$ cat config.mk
export PLATFORM = sky130hd
export DESIGN_NAME = btc_dec_source
export DESIGN_NICKNAME = d
export VERILOG_FILES = /design/src/rtl/btc_dec_source_pkg.sv /design/src/rtl/btc_dec_source_cnt.sv /design/src/rtl/btc_dec_source.sv
export SDC_FILE = /design/constraint.sdc
export NUM_CORES = 1
export LEC_CHECK = 0
export BUFFER_PORTS_ARGS = -buffer_cell sky130_fd_sc_hd__buf_4
export CORE_UTILIZATION = 50
export DETAILED_ROUTE_END_ITERATION = 7
export GPL_TIMING_DRIVEN = 0
export MAX_ROUTING_LAYER = met4
export PLACE_DENSITY = 0.71
export SETUP_SLACK_MARGIN = 0.1
export SLEW_MARGIN = 20
export SYNTH_ARGS = -nofsm -noshare
export SYNTH_HDL_FRONTEND = slang
export SYNTH_SLANG_ARGS = --single-unit
$ cat constraint.sdc
create_clock -name iclk -period 5.8 [get_ports iclk]
set_input_delay 0.58 -clock iclk [delete_from_list [all_inputs] [get_ports iclk]]
set_output_delay 0.58 -clock iclk [all_outputs]
set_load 0.03 [all_outputs]
$ cat src/rtl/btc_dec_source_pkg.sv
// Shared types and helpers for the BTC decoder input stage.
// Address split matches the decoder controller: {row, col_word}.
package btc_dec_source_pkg;

    localparam int cPOS_W = 7;
    localparam int cCOL_W = 3;

    typedef enum logic [1:0] {
        cCODE_SPC  = 2'd0,
        cCODE_HAM  = 2'd1,
        cCODE_EHAM = 2'd2
    } btc_code_t;

    typedef struct packed {
        btc_code_t   code;
        logic [2:0]  log2n;
    } btc_code_mode_t;

    typedef struct packed {
        logic [cPOS_W-1:0] short_rows;
        logic [cPOS_W-1:0] short_cols;
    } btc_short_mode_t;

    typedef struct packed {
        logic [cPOS_W-1:0] nx;
        logic [cPOS_W-1:0] ny;
        logic [cPOS_W-1:0] srows;
        logic [cPOS_W-1:0] scols;
    } btc_geom_t;

    // Plain Hamming drops the parity bit of the extended code.
    function automatic logic [cPOS_W-1:0] get_code_bits(input btc_code_mode_t m);
        logic [2:0]        lg;
        logic [cPOS_W-1:0] n;
        lg = (m.log2n > 3'd6) ? 3'd6 : m.log2n;
        n  = cPOS_W'(1) << lg;
        return (m.code == cCODE_HAM) ? n - cPOS_W'(1) : n;
    endfunction

    function automatic int llr_max(input int w);
        return (1 << (w - 1)) - 1;
    endfunction

    function automatic logic [cPOS_W-1:0] col_word(
        input logic [cPOS_W-1:0] c,
        input int                lg
    );
        return c >> lg;
    endfunction

    function automatic logic [cPOS_W-1:0] col_bank(
        input logic [cPOS_W-1:0] c,
        input int                lg
    );
        return c & cPOS_W'((1 << lg) - 1);
    endfunction

endpackage

$ cat src/rtl/btc_dec_source_cnt.sv
// Row/column scan position with wrap, shortened and last-position flags.
// Flags always describe the stored position under the latched geometry.
module btc_dec_source_cnt
    import btc_dec_source_pkg::*;
(
    input  logic              iclk,
    input  logic              ireset,
    input  logic              iclkena,
    input  logic              iload,
    input  logic              istep,
    input  btc_geom_t         icfg,
    input  logic [cPOS_W-1:0] inx,
    output logic [cPOS_W-1:0] ocol,
    output logic [cPOS_W-1:0] orow,
    output logic              oshort,
    output logic              olast
);

    logic [cPOS_W-1:0] c_q, c_d;
    logic [cPOS_W-1:0] r_q, r_d;
    logic [cPOS_W-1:0] base_c, base_r;

    // A load restarts at (0,0) and may step past it in the same cycle.
    always_comb begin
        base_c = iload ? '0 : c_q;
        base_r = iload ? '0 : r_q;
        c_d    = base_c;
        r_d    = base_r;
        if (istep) begin
            if (base_c == inx - cPOS_W'(1)) begin
                c_d = '0;
                r_d = base_r + cPOS_W'(1);
            end else begin
                c_d = base_c + cPOS_W'(1);
            end
        end
    end

    always_ff @(posedge iclk) begin
        if (ireset) begin
            c_q <= '0;
            r_q <= '0;
        end else if (iclkena) begin
            c_q <= c_d;
            r_q <= r_d;
        end
    end

    assign ocol   = c_q;
    assign orow   = r_q;
    assign oshort = (r_q < icfg.srows) || (c_q < icfg.scols);
    assign olast  = (c_q == icfg.nx - cPOS_W'(1)) &&
                    (r_q == icfg.ny - cPOS_W'(1));

endmodule

$ cat src/rtl/btc_dec_source.sv
// BTC decoder input stage: fills a 2-page banked LLR buffer row-major,
// inserting strong zero LLRs at shortened positions.
module btc_dec_source
    import btc_dec_source_pkg::*;
#(
    parameter int pADDR_W  = 8,
    parameter int pDEC_NUM = 8,
    parameter int pLLR_W   = 5
) (
    input  logic                iclk,
    input  logic                ireset,
    input  logic                iclkena,
    input  btc_code_mode_t      ixmode,
    input  btc_code_mode_t      iymode,
    input  btc_short_mode_t     ismode,
    input  logic                ival,
    input  logic                isop,
    input  logic                ieop,
    input  logic [pLLR_W-1:0]   iLLR,
    output logic                oready,
    input  logic                irbuf_rempty,
    output logic                obuf_full,
    output logic                owrite,
    output logic [pDEC_NUM-1:0] owsel,
    output logic [pADDR_W:0]    owaddr,
    output logic [pLLR_W-1:0]   owLLR,
    output logic                oerr
);

    localparam int cSEL_LG = $clog2(pDEC_NUM);
    localparam int cROW_W  = pADDR_W - cCOL_W;
    localparam logic [pLLR_W-1:0] cLLR_ZERO = pLLR_W'(llr_max(pLLR_W));

    localparam logic [1:0] cIDLE = 2'd0;
    localparam logic [1:0] cFILL = 2'd1;
    localparam logic [1:0] cDONE = 2'd2;

    logic [1:0]          state_q, state_d;
    logic                page_q, page_d;
    logic [1:0]          used_q, used_d;
    logic                run_q;
    btc_geom_t           cfg_q, cfg_d, new_cfg;
    logic                held_vld_q, held_vld_d;
    logic [pLLR_W-1:0]   held_llr_q, held_llr_d;
    logic                held_eop_q, held_eop_d;
    logic                write_q, write_d;
    logic [pDEC_NUM-1:0] sel_q, sel_d;
    logic [pADDR_W:0]    addr_q, addr_d;
    logic [pLLR_W-1:0]   llr_q, llr_d;
    logic                err_q, err_d;

    logic [cPOS_W-1:0]   pos_c, pos_r, cnt_nx;
    logic                pos_short, pos_last;
    logic                acc, load, step, zero, take;
    logic                new_short0, new_last0, t_last, t_eop, do_wr;
    logic [pLLR_W-1:0]   t_llr;
    logic [cPOS_W-1:0]   wpos_c, wpos_r, wcw, wbank;

    assign new_cfg = '{
        nx:    get_code_bits(ixmode),
        ny:    get_code_bits(iymode),
        srows: ismode.short_rows,
        scols: ismode.short_cols
    };
    assign new_short0 = (ismode.short_rows != '0) ||
                        (ismode.short_cols != '0);
    assign new_last0  = (new_cfg.nx == cPOS_W'(1)) &&
                        (new_cfg.ny == cPOS_W'(1));

    assign oready = run_q && (
        (state_q == cIDLE && used_q != 2'd2) ||
        (state_q == cFILL && !pos_short && !held_vld_q));
    assign acc    = ival && oready;
    assign cnt_nx = load ? new_cfg.nx : cfg_q.nx;

    btc_dec_source_cnt u_cnt (
        .iclk    (iclk),
        .ireset  (ireset),
        .iclkena (iclkena),
        .iload   (load),
        .istep   (step),
        .icfg    (cfg_q),
        .inx     (cnt_nx),
        .ocol    (pos_c),
        .orow    (pos_r),
        .oshort  (pos_short),
        .olast   (pos_last)
    );

    always_comb begin
        state_d    = state_q;
        page_d     = page_q;
        cfg_d      = cfg_q;
        held_vld_d = held_vld_q;
        held_llr_d = held_llr_q;
        held_eop_d = held_eop_q;
        write_d    = 1'b0;
        sel_d      = sel_q;
        addr_d     = addr_q;
        llr_d      = llr_q;
        err_d      = 1'b0;
        load       = 1'b0;
        step       = 1'b0;
        zero       = 1'b0;
        take       = 1'b0;
        t_llr      = iLLR;
        t_eop      = ieop;
        unique case (state_q)
            cIDLE: load = acc && isop;
            cFILL: begin
                if (acc && isop) begin
                    load  = 1'b1;
                    err_d = 1'b1;
                end else if (pos_short) begin
                    zero = 1'b1;
                end else if (held_vld_q) begin
                    take       = 1'b1;
                    t_llr      = held_llr_q;
                    t_eop      = held_eop_q;
                    held_vld_d = 1'b0;
                end else begin
                    take = acc;
                end
            end
            cDONE: begin
                page_d  = ~page_q;
                state_d = cIDLE;
            end
            default: state_d = cIDLE;
        endcase
        // A shortened first position parks the sop word until its slot.
        if (load) begin
            cfg_d      = new_cfg;
            state_d    = cFILL;
            held_vld_d = new_short0;
            held_llr_d = iLLR;
            held_eop_d = ieop;
            take       = !new_short0;
        end
        t_last = load ? new_last0 : pos_last;
        wpos_c = load ? '0 : pos_c;
        wpos_r = load ? '0 : pos_r;
        wcw    = col_word(wpos_c, cSEL_LG);
        wbank  = col_bank(wpos_c, cSEL_LG);
        do_wr  = zero || (take && (t_last || !t_eop));
        if (do_wr) begin
            write_d = 1'b1;
            sel_d   = pDEC_NUM'(1) << wbank;
            addr_d  = {page_q, wpos_r[cROW_W-1:0], wcw[cCOL_W-1:0]};
            llr_d   = zero ? cLLR_ZERO : t_llr;
        end
        if (zero) begin
            if (pos_last) state_d = cDONE;
            else          step    = 1'b1;
        end
        if (take) begin
            if (t_last) begin
                state_d = cDONE;
                err_d   = err_d | !t_eop;
            end else if (t_eop) begin
                state_d = cIDLE;
                err_d   = 1'b1;
            end else begin
                step = 1'b1;
            end
        end
    end

    always_comb begin
        used_d = used_q;
        if (state_q == cDONE)
            used_d = used_d + 2'd1;
        if (irbuf_rempty && used_q != 2'd0)
            used_d = used_d - 2'd1;
    end

    always_ff @(posedge iclk) begin
        if (ireset) begin
            state_q    <= cIDLE;
            page_q     <= 1'b0;
            used_q     <= 2'd0;
            run_q      <= 1'b0;
            cfg_q      <= '0;
            held_vld_q <= 1'b0;
            held_llr_q <= '0;
            held_eop_q <= 1'b0;
            write_q    <= 1'b0;
            sel_q      <= '0;
            addr_q     <= '0;
            llr_q      <= '0;
            err_q      <= 1'b0;
        end else if (iclkena) begin
            state_q    <= state_d;
            page_q     <= page_d;
            used_q     <= used_d;
            run_q      <= 1'b1;
            cfg_q      <= cfg_d;
            held_vld_q <= held_vld_d;
            held_llr_q <= held_llr_d;
            held_eop_q <= held_eop_d;
            write_q    <= write_d;
            sel_q      <= sel_d;
            addr_q     <= addr_d;
            llr_q      <= llr_d;
            err_q      <= err_d;
        end
    end

    assign obuf_full = (used_q != 2'd0);
    assign owrite    = write_q;
    assign owsel     = sel_q;
    assign owaddr    = addr_q;
    assign owLLR     = llr_q;
    assign oerr      = err_q;

endmodule

## Yosys cells after proc, flatten, opt, wreduce, memory -nomap -nowiden

Cells that the tools add are included.

| cells by class | value |
|---|---|
| muxes and demuxes | 54 |
| $lt $le $gt $ge | 4 |
| bitwise operators | 2 |
| reductions and logical operators | 29 |
| equality and inequality tests | 12 |
| shifts and indexed selects | 3 |
| add/subtract/negate cells | 9 |

Operator list:

| operator | count |
|---|---|
| 2-to-1 mux 7 bit | 9 |
| subtractor 7 x 1 -> 7 bit (second input constant) | 5 |
| 2-to-1 mux 1 bit | 28 |
| 2-to-1 mux 5 bit | 5 |
| == test 7 bit | 3 |
| 2-to-1 mux 2 bit | 9 |
| adder 7 x 1 -> 7 bit (second input constant) | 2 |
| == test 7 x 1 -> 1 bit (second input constant) | 2 |
| < comparator 7 bit | 2 |
| nonzero test 7 bit | 2 |
| left shift 1 x 3 -> 7 bit (first input constant) | 2 |
| logical AND 1 bit | 10 |
| left shift 1 x 3 -> 8 bit (first input constant) | 1 |
| == test 2 x 1 -> 1 bit (second input constant) | 3 |
| > comparator 3 bit (second input constant) | 2 |
| 2-to-1 mux 3 bit | 2 |
| AND reduction 2 bit | 3 |
| logical OR 1 bit | 5 |
| zero test 1 bit | 4 |
| != test 2 bit (second input constant) | 2 |
| AND reduction 4 bit | 1 |
| nonzero test 2 bit | 2 |
| adder 2 x 1 -> 2 bit (second input constant) | 1 |
| == test 2 bit (second input constant) | 1 |
| 7 further kinds | 7 |

| word-level totals | value |
|---|---|
| output and inout bits | 26 |
| register bits | 79 |
| logic and storage cells | 131 |
| bits of input ports | 36 |

## Longest topological paths before layout

Gate-level depths: netlist of the first run.

| depth | value |
|---|---|
| word-level depth | 17 |
| mapped depth | 18 |
| mapped depth without buffers | 17 |

## By module

A second synthesis of the first run with hierarchy kept.

| second synthesis, totals | value |
|---|---|
| cell total of the unflattened synthesis | 599 |
| area, all modules | 4838.4 µm² |

By module, submodules not included:

| module | seq. area each (µm²) | instances | cells each | area each (µm²) |
|---|---|---|---|---|
| btc_dec_source | 1301.2 | 1 | 369 | 3088.0 |
| btc_dec_source_cnt | 280.3 | 1 | 230 | 1750.4 |

## Worst setup path after synthesis of the first run

Ideal clock, no wire load.

| timing path | value |
|---|---|
| kind | input to register |
| from | input port isop |
| to | register u_cnt.r_q[6] (netlist: u_cnt.orow[6]) |
| stages on the path | 15 |
| library setup time | 0.121 ns |
| buffers on the path | 1 |
| data required time | 5.679 ns |
| path slack | 1.633 ns |
| arrival | 4.046 ns |
| cell sequence | nand3_1 -> or4_4 -> o31ai_4 -> mux2i_1 -> ha_1 -> clkbuf_1 -> nand3_1 -> xnor2_1 -> nand4_1 -> a2111oi_0 -> a21oi_1 -> a31oi_4 -> nand3_1 -> nor3_1 -> mux2_2 |

| on the way | value |
|---|---|
| longest elaborated chain between the ends | 8 |
| elaborated cells on any way between the ends | 23 |
| classes of those cells | add/sub: 2; eq/ne: 1; mux: 19; reduce/logical: 1 |

Ends and longest elaborated chain:

| element | RTL line | RTL |
|---|---|---|
| start, declared | btc_dec_source.sv:17 | `input logic isop,` |
| logical AND 1 bit * | btc_dec_source.sv:109, btc_dec_source.sv:111 |  |
| 2-to-1 mux 1 bit | btc_dec_source.sv:111 | `if (acc && isop) begin` |
| one-hot mux 1 bit (2 select lines) / 2-to-1 mux 1 bit (equally long branches) | btc_dec_source.sv:108 | `unique case (state_q)` |
| 2-to-1 mux 7 bit / 2-to-1 mux 1 bit (equally long branches) | btc_dec_source.sv:74, btc_dec_source.sv:152 |  |
| subtractor 7 x 1 -> 7 bit / 2-to-1 mux 1 bit (equally long branches) | btc_dec_source_cnt.sv:30, btc_dec_source.sv:160 |  |
| == test 7 bit / 2-to-1 mux 1 bit (equally long branches) | btc_dec_source_cnt.sv:30, btc_dec_source.sv:157 |  |
| 2-to-1 mux 7 bit / 2-to-1 mux 1 bit (equally long branches) | btc_dec_source_cnt.sv:30, btc_dec_source.sv:156 |  |
| 2-to-1 mux 7 bit * | btc_dec_source_cnt.sv:29 | `if (istep) begin` |
| end signal, assigned | btc_dec_source_cnt.sv:45 | `r_q <= r_d;` |
| end, declared | btc_dec_source_cnt.sv:20 | `logic [cPOS_W-1:0] r_q, r_d;` |

Mark *: on every way between the ends. The rest lies on a longest branch, timed or not.
A chain may end at the register's enable or synchronous reset.

## Worst setup path after layout of the first run

| timing path | value |
|---|---|
| from | register u_cnt.c_q[5] (netlist: u_cnt.ocol[5]) |
| to | register u_cnt.r_q[6] (netlist: u_cnt.orow[6]) |

| on the way | value |
|---|---|
| longest elaborated chain between the ends | 16 |
| elaborated cells on any way between the ends | 38 |
| classes of those cells | add/sub: 2; order compare: 1; eq/ne: 2; mux: 24; reduce/logical: 9 |

Ends and longest elaborated chain:

| element | RTL line | RTL |
|---|---|---|
| start, declared | btc_dec_source_cnt.sv:19 | `logic [cPOS_W-1:0] c_q, c_d;` |
| start signal, assigned | btc_dec_source_cnt.sv:41 | `c_q <= '0;` |
| start signal, assigned | btc_dec_source_cnt.sv:44 | `c_q <= c_d;` |
| < comparator 7 bit | btc_dec_source_cnt.sv:51 | `assign oshort = (r_q < icfg.srows) \|\| (c_q < icfg.scols);` |
| logical OR 1 bit | btc_dec_source_cnt.sv:51 |  |
| zero test 1 bit | btc_dec_source.sv:72 | `(state_q == cFILL && !pos_short && !held_vld_q));` |
| logical AND 1 bit (2 in a row) | btc_dec_source.sv:72 |  |
| logical OR 1 bit | btc_dec_source.sv:71 | `(state_q == cIDLE && used_q != 2'd2) \|\|` |
| logical AND 1 bit | btc_dec_source.sv:70 | `assign oready = run_q && (` |
| logical AND 1 bit | btc_dec_source.sv:73 | `assign acc = ival && oready;` |
| logical AND 1 bit | btc_dec_source.sv:109, btc_dec_source.sv:111 |  |
| 2-to-1 mux 1 bit | btc_dec_source.sv:111 |  |
| one-hot mux 1 bit (2 select lines) / 2-to-1 mux 1 bit (equally long branches) | btc_dec_source.sv:108 |  |
| 2-to-1 mux 7 bit / 2-to-1 mux 1 bit (equally long branches) | btc_dec_source.sv:74, btc_dec_source.sv:152 |  |
| subtractor 7 x 1 -> 7 bit / 2-to-1 mux 1 bit (equally long branches) | btc_dec_source_cnt.sv:30, btc_dec_source.sv:160 |  |
| == test 7 bit / 2-to-1 mux 1 bit (equally long branches) | btc_dec_source_cnt.sv:30, btc_dec_source.sv:157 |  |
| 2-to-1 mux 7 bit / 2-to-1 mux 1 bit (equally long branches) | btc_dec_source_cnt.sv:30, btc_dec_source.sv:156 |  |
| 2-to-1 mux 7 bit * | btc_dec_source_cnt.sv:29 |  |

Marked as above.

==> results_dict.tcl, run 1 <==
set metrics [dict create \
    hp-class "reg -> reg" \
    relSlewSlack 0.534 \
    synth_edf_count 0 \
    min_period_over_period 0.848 \
    h-tree-depth 3 \
    crit_family "compound AO/OA/AOI/OAI gates" \
    worstPathArrival_ps 5170 \
    grt_pass1_vias 4419 \
    grt_util_all_layers 0.288 \
    grt_max_degree 17 \
    grt_use_met1 0.368 \
    post-route-util 0.602 \
    internal_power_uw 817 \
    drive_above_1_share 0.132 \
    initial_utilization 0.516 \
    synth_seq_cells 79 \
    vias 4700 \
    nNetsFinal 755 \
    start_kind "register" \
    p_clk_frac 0.386 \
    use_met3 0.0450 \
    setup_viol_count_final 0 \
    hpwl_mm 10.1 \
    first_pass_iters 5 \
    clock-sinks 79 \
    cp_slowest_stage_delay_ps 620 \
    status "complete, no violations" \
    reg2reg_slack_ps 880 \
    comb_power_share 0.130 \
    post_cts_buffers 0 \
    sequentialPowerShare 0.484 \
    routedWlPerCell_um 16.1 \
    ys_types 62 \
    yosys_warnings 0 \
    fmax_mhz 203 \
    die_h_um 99.7 \
    clockBufferDepth 2 \
    drc 0 \
    synth_top_area_cell "dfxtp_1" \
    numPortBuffers 56 \
    antenna_found_initial 0 \
    diodes 0 \
    clk_pin_slew_ps 100 \
    root_buffer "clkbuf_8" \
    core_area_um2 9240 \
    synth_cells 627 \
    cts_made_buffers 9 \
    endpoint_kind "register" \
    yosys_most_used_dff "dfxtp_1" \
    postRouteWirelength_mm 13.3 \
    grt_busiest_layer "met2" \
    grt_first_pass_wirelength_mm 21.6 \
    num_rows 35 \
    via_per_inst 5.68 \
    dieArea_um2 9930 \
    ant_nets 0 \
    grt_use_met2 0.462 \
    layout_common_cells "nand2_1 (101), dfxtp_1 (79), a21oi_1 (67)" \
    cp_cell_sequence "ha_1 -> and2_1 -> o2111ai_1 -> o21a_1 -> o31ai_4 -> mux2i_1 -> ha_1 -> clkbuf_1 -> nand3_1 -> xnor2_1 -> nand4_1 -> a2111oi_0 -> a21oi_1 -> a31oi_4 -> nand3_1 -> nor3_1 -> mux2_2" \
    seq_area_frac_synth 0.332 \
    ir_drop_uv 132 \
    cts_tree "done" \
    worstMarginPinSlew_ps 699 \
    hold_buffers 0 \
    area_delta_synth_final_pct 16.7 \
    clock_skew_ps 17.8 \
    path_class "reg -> reg" \
    path_buf_inv 1 \
    tns_ps 0 \
    finalCriticalPeriod_ps 4920 \
    avgSynthCellArea_um2 7.60 \
    drv_cap 0 \
    slowest_stage "o31ai_4" \
    power.density_nw_per_um2 206 \
    place_congestion 0.932 \
    slew_viol_final 0 \
    ys_top_cells_by_area "dfxtp_1 (33%), nand2_1 (8.0%), a21oi_1 (7.0%), ha_1 (6.6%), nor2_1 (4.5%)" \
    synth_nets 688 \
    die_x_um 99.7 \
    layout_commonest_cell "nand2_1" \
    drtIter0Drc 371 \
    switching_share 0.288 \
    synth_top_area_frac 0.332 \
    synthesis.area_um2 4770 \
    grt_overflow 0 \
    critPathMaxFanout 10 \
    grt_setup_unrepaired "false" \
    io_pins 62 \
    design_area_um2 5570 \
    worstPathRequired_ps 6050 \
    power_leakage_uw 0.00204 \
    synthArstFlopShare 0 \
    placed_area_um2 5350 \
    switchingPower_uw 331 \
    finalHoldViolCount 0 \
    clock_latency_ps 370 \
    post_cts_resized 0 \
]
## sequential cells by signal, summed over array words and instances (netlist names)
name        count
held_vld_q      1
cfg_q          28
u_cnt.ocol      7
held_eop_q      1
used_q          2
oerr            1
run_q           1
owLLR           5
held_llr_q      5
page_q          1
state_q         2
u_cnt.orow      7
owaddr          9
owsel           8
owrite          1
## cells by family after synthesis
| family | after synthesis | synth area share |
|---|---|---|
| AOI/OAI and AO/OA | 151 | 0.216 |
| and+or+nand+nor | 258 | 0.253 |
| adders and majority gates | 25 | 0.0656 |
| xor gates and xnor gates | 33 | 0.0606 |
| muxes | 6 | 0.0134 |
| DFF | 79 | 0.332 |
| buffers and inverters | 75 | 0.0598 |
## synthesized netlist by cell type (3+ instances only)
master     instances
a211o_1            5
a211oi_1           7
a21o_1             3
a21oi_1           67
a221oi_1           3
a22oi_1            4
a2bb2oi_1          3
a311oi_1           3
a31oi_1            5
and2_1             5
buf_2              3
clkbuf_1          39
dfxtp_1           79
ha_1              25
inv_1             30
mux2_2             3
mux2i_1            3
nand2_1          101
nand2b_1           6
nand3_1           26
nand4_1           11
nor2_1            57
nor2b_1            5
nor3_1            20
nor3b_1            3
nor4_1             4
o211ai_1           9
o21ai_0           17
o221ai_1           4
o22ai_1            4
or4_1              3
xnor2_1           20
xor2_1            13
## metal layers
metal | wire [µm] | part of all wire
met5 | 0 | 0
met4 | 317 | 0.024
met3 | 672 | 0.051
met2 | 6320 | 0.47
met1 | 6000 | 0.45
## worst reg2reg max path, delay by kind of cell, from the launching register on
kind            cells  cell delay [ps]
simple gates        5              920
compound gates      6             1810
fa+ha+maj           2              480
flops               1              420
mux                 2              620
buf+inv             1              370
xor+xnor            1              180
## stage by stage
step	total power [µW]	hold slack [ps]	cells	setup slack, ps
after floorplan	666	432	627	1630
after global placement	712	440	812	944
after detailed placement	716	446	812	905
after CTS	1150	460	828	943
after global routing	1190	465	828	509
final	1150	455	828	881
## power by group through the flow
stage               combinational (µW)  sequential [µW]  clock (µW)
floorplan                         98.3              568           0
global placement                   144              568           0
detailed placement                 148              568           0
CTS                                148              556         445
global route                       166              557         468
finish                             149              556         443
## path summary, 6_finish.rpt
path / start / depth (start not counted) / to
setup reg to reg: u_cnt.ocol[5] / 17 / u_cnt.orow[6]
hold / removal: owsel[1] / 2 / owsel[1]
setup / recovery: u_cnt.ocol[5] / 17 / u_cnt.orow[6]
hold reg to reg: owsel[1] / 2 / owsel[1]
## cell type report
| cell class | instances | area [µm²] |
|---|---|---|
| clock inverters | 7 | 91.3 |
| repair buffers | 56 | 420 |
| flip-flops and latches | 79 | 1580 |
| well taps | 129 | 161 |
| inverters | 31 | 116 |
| plain buffers | 44 | 169 |
| fillers | 866 | 3670 |
| clock buffers | 9 | 124 |
| multi-input cells | 473 | 2900 |
(Power assumes the default switching activity.)
==> inputs of run 2 (changes only) <==
PLACE_DENSITY = 0.73   (was 0.71)
clock period = 3.95 ns   (was 5.8 ns; I/O delays follow)
==> results_dict.tcl, run 2 (synthesis results as in run 1) <==
set metrics [dict create \
    nNetsFinal 769 \
    ir_drop_uv 177 \
    power_leakage_uw 0.00218 \
    multi_input_area_um2 3090 \
    setup_viol_count_final 0 \
    switchingPower_uw 495 \
    via_per_inst 5.76 \
    finalHoldViolCount 0 \
    grt_max_degree 17 \
    path_class "reg -> reg" \
    comb_power_share 0.142 \
    cts_tree "done" \
    cts_made_buffers 9 \
    clock-sinks 79 \
    drv_cap 0 \
    dieArea_um2 9930 \
    hp-class "in -> reg" \
    drive_above_1_share 0.205 \
    hold_buffers 0 \
    endpoint_kind "register" \
    first_pass_iters 5 \
    placed_area_um2 5370 \
    clock_latency_ps 370 \
    routedWlPerCell_um 16.4 \
    io_pins 62 \
    sequentialPowerShare 0.478 \
    grt_setup_unrepaired "true" \
    clock_skew_ps 12.8 \
    root_buffer "clkbuf_8" \
    post-route-util 0.639 \
    clockBufferDepth 2 \
    layout_common_cells "nand2_1 (101), dfxtp_1 (69), buf_4 (66)" \
    switching_share 0.290 \
    die_x_um 99.7 \
    place_congestion 0.943 \
    area_delta_synth_final_pct 23.8 \
    relSlewSlack 0.503 \
    diodes 0 \
    antenna_found_initial 0 \
    start_kind "register" \
    largest_register "cfg_q" \
    core_area_um2 9240 \
    clk_pin_slew_ps 100 \
    reg2reg_slack_ps 8 \
    die_h_um 99.7 \
    vias 4851 \
    slowest_stage "or4b_1" \
    postRouteWirelength_mm 13.8 \
    slew_viol_final 0 \
    num_rows 35 \
    worstPathRequired_ps 4250 \
    grt_pass1_vias 4462 \
    fmax_mhz 254 \
    design_area_um2 5900 \
    worstPathArrival_ps 4240 \
    p_clk_frac 0.380 \
    ant_nets 0 \
    layout_commonest_cell "nand2_1" \
    cp_slowest_stage_delay_ps 460 \
    cp_cell_sequence "ha_4 -> a21o_1 -> a211o_1 -> a41oi_4 -> o31ai_4 -> buf_6 -> mux2i_1 -> ha_2 -> buf_8 -> buf_4 -> mux2_2 -> a22oi_2 -> nor4b_2 -> a21oi_2 -> a31oi_4 -> a31oi_2 -> or4b_1 -> a31oi_1" \
    internal_power_uw 1210 \
    hpwl_mm 9.83 \
    power.density_nw_per_um2 289 \
    finalCriticalPeriod_ps 3940 \
    critPathMaxFanout 8 \
    initial_utilization 0.516 \
    fillers 800 \
    grt_first_pass_wirelength_mm 22.1 \
    ff_latch_area_um2 1600 \
    h-tree-depth 3 \
    grt_util_all_layers 0.298 \
    status "complete, no violations" \
    drc 0 \
    drtIter0Drc 369 \
    numPortBuffers 56 \
    largest_register_ffs 28 \
    whs_ps 265 \
    worstMarginPinSlew_ps 746 \
    min_period_over_period 0.998 \
    grt_overflow 0 \
]
-- run 2: cell type report --
| cell class | count | share of cell area |
|---|---|---|
| Inverter | 31 | 0.0197 |
| Buffer | 44 | 0.0314 |
| Tap cell | 129 | 0.0273 |
| Clock inverter | 7 | 0.0142 |
| Timing Repair Buffer | 70 | 0.0915 |
| Clock buffer | 9 | 0.0210 |
| Multi-Input combinational cell | 473 | 0.524 |
| Sequential cell | 79 | 0.271 |
-- run 2: timing repair --
action	in CTS	in global routing
gates resized for setup	34	22
buffers inserted	10	4
endpoints found under the setup margin	36	35
gates cloned	0	0
pin swaps	23	19
-- run 2: critical path: cells and delay by family (launching register included) --
kind,cells,cell delay (ps)
compound gates,9,1630
fa+ha+maj,2,460
buf+inv,3,370
flops,1,390
mux,2,480
simple gates,2,540
-- run 2: power by group through the flow --
| stage | sequential (µW) | clock, µW | combinational (µW) |
|---|---|---|---|
| after floorplan | 834 | 0 | 146 |
| after global placement | 834 | 0 | 212 |
| after CTS | 815 | 650 | 232 |
| after detailed placement | 835 | 0 | 217 |
| final | 815 | 648 | 242 |
| after global routing | 817 | 690 | 264 |
-- run 2: path summary, 6_finish.rpt --
check                                   start       endpoint  depth (start not counted)
worst min-delay path                ismode[5]       cfg_q[5]                          3
worst min register to register       owsel[1]       owsel[1]                          2
worst max-delay path            u_cnt.orow[4]  u_cnt.ocol[5]                         18
worst max register to register  u_cnt.orow[4]  u_cnt.ocol[5]                         18
-- run 2: per-layer routing --
| metal | wire (µm) | global-route usage | vias to the layer above |
|---|---|---|---|
| met2 | 6710 | 0.482 | 177 |
| met1 | 5940 | 0.374 | 2294 |
| li1 | - | - | 2352 |
| met4 | 336 | 0.115 | 0 |
| met3 | 824 | 0.0436 | 28 |
| met5 | 0 | - | - |
-- run 2: through the flow --
step | total power, µW | setup slack, ps | setup TNS [ps] | std cells
floorplan | 980 | 140 | 0 | 627
global placement | 1050 | -413 | -3750 | 812
detailed placement | 1050 | -449 | -4300 | 812
CTS | 1700 | -3.45 | -3.45 | 838
global route | 1770 | -142 | -1380 | 842
finish | 1710 | 7.97 | 0 | 842
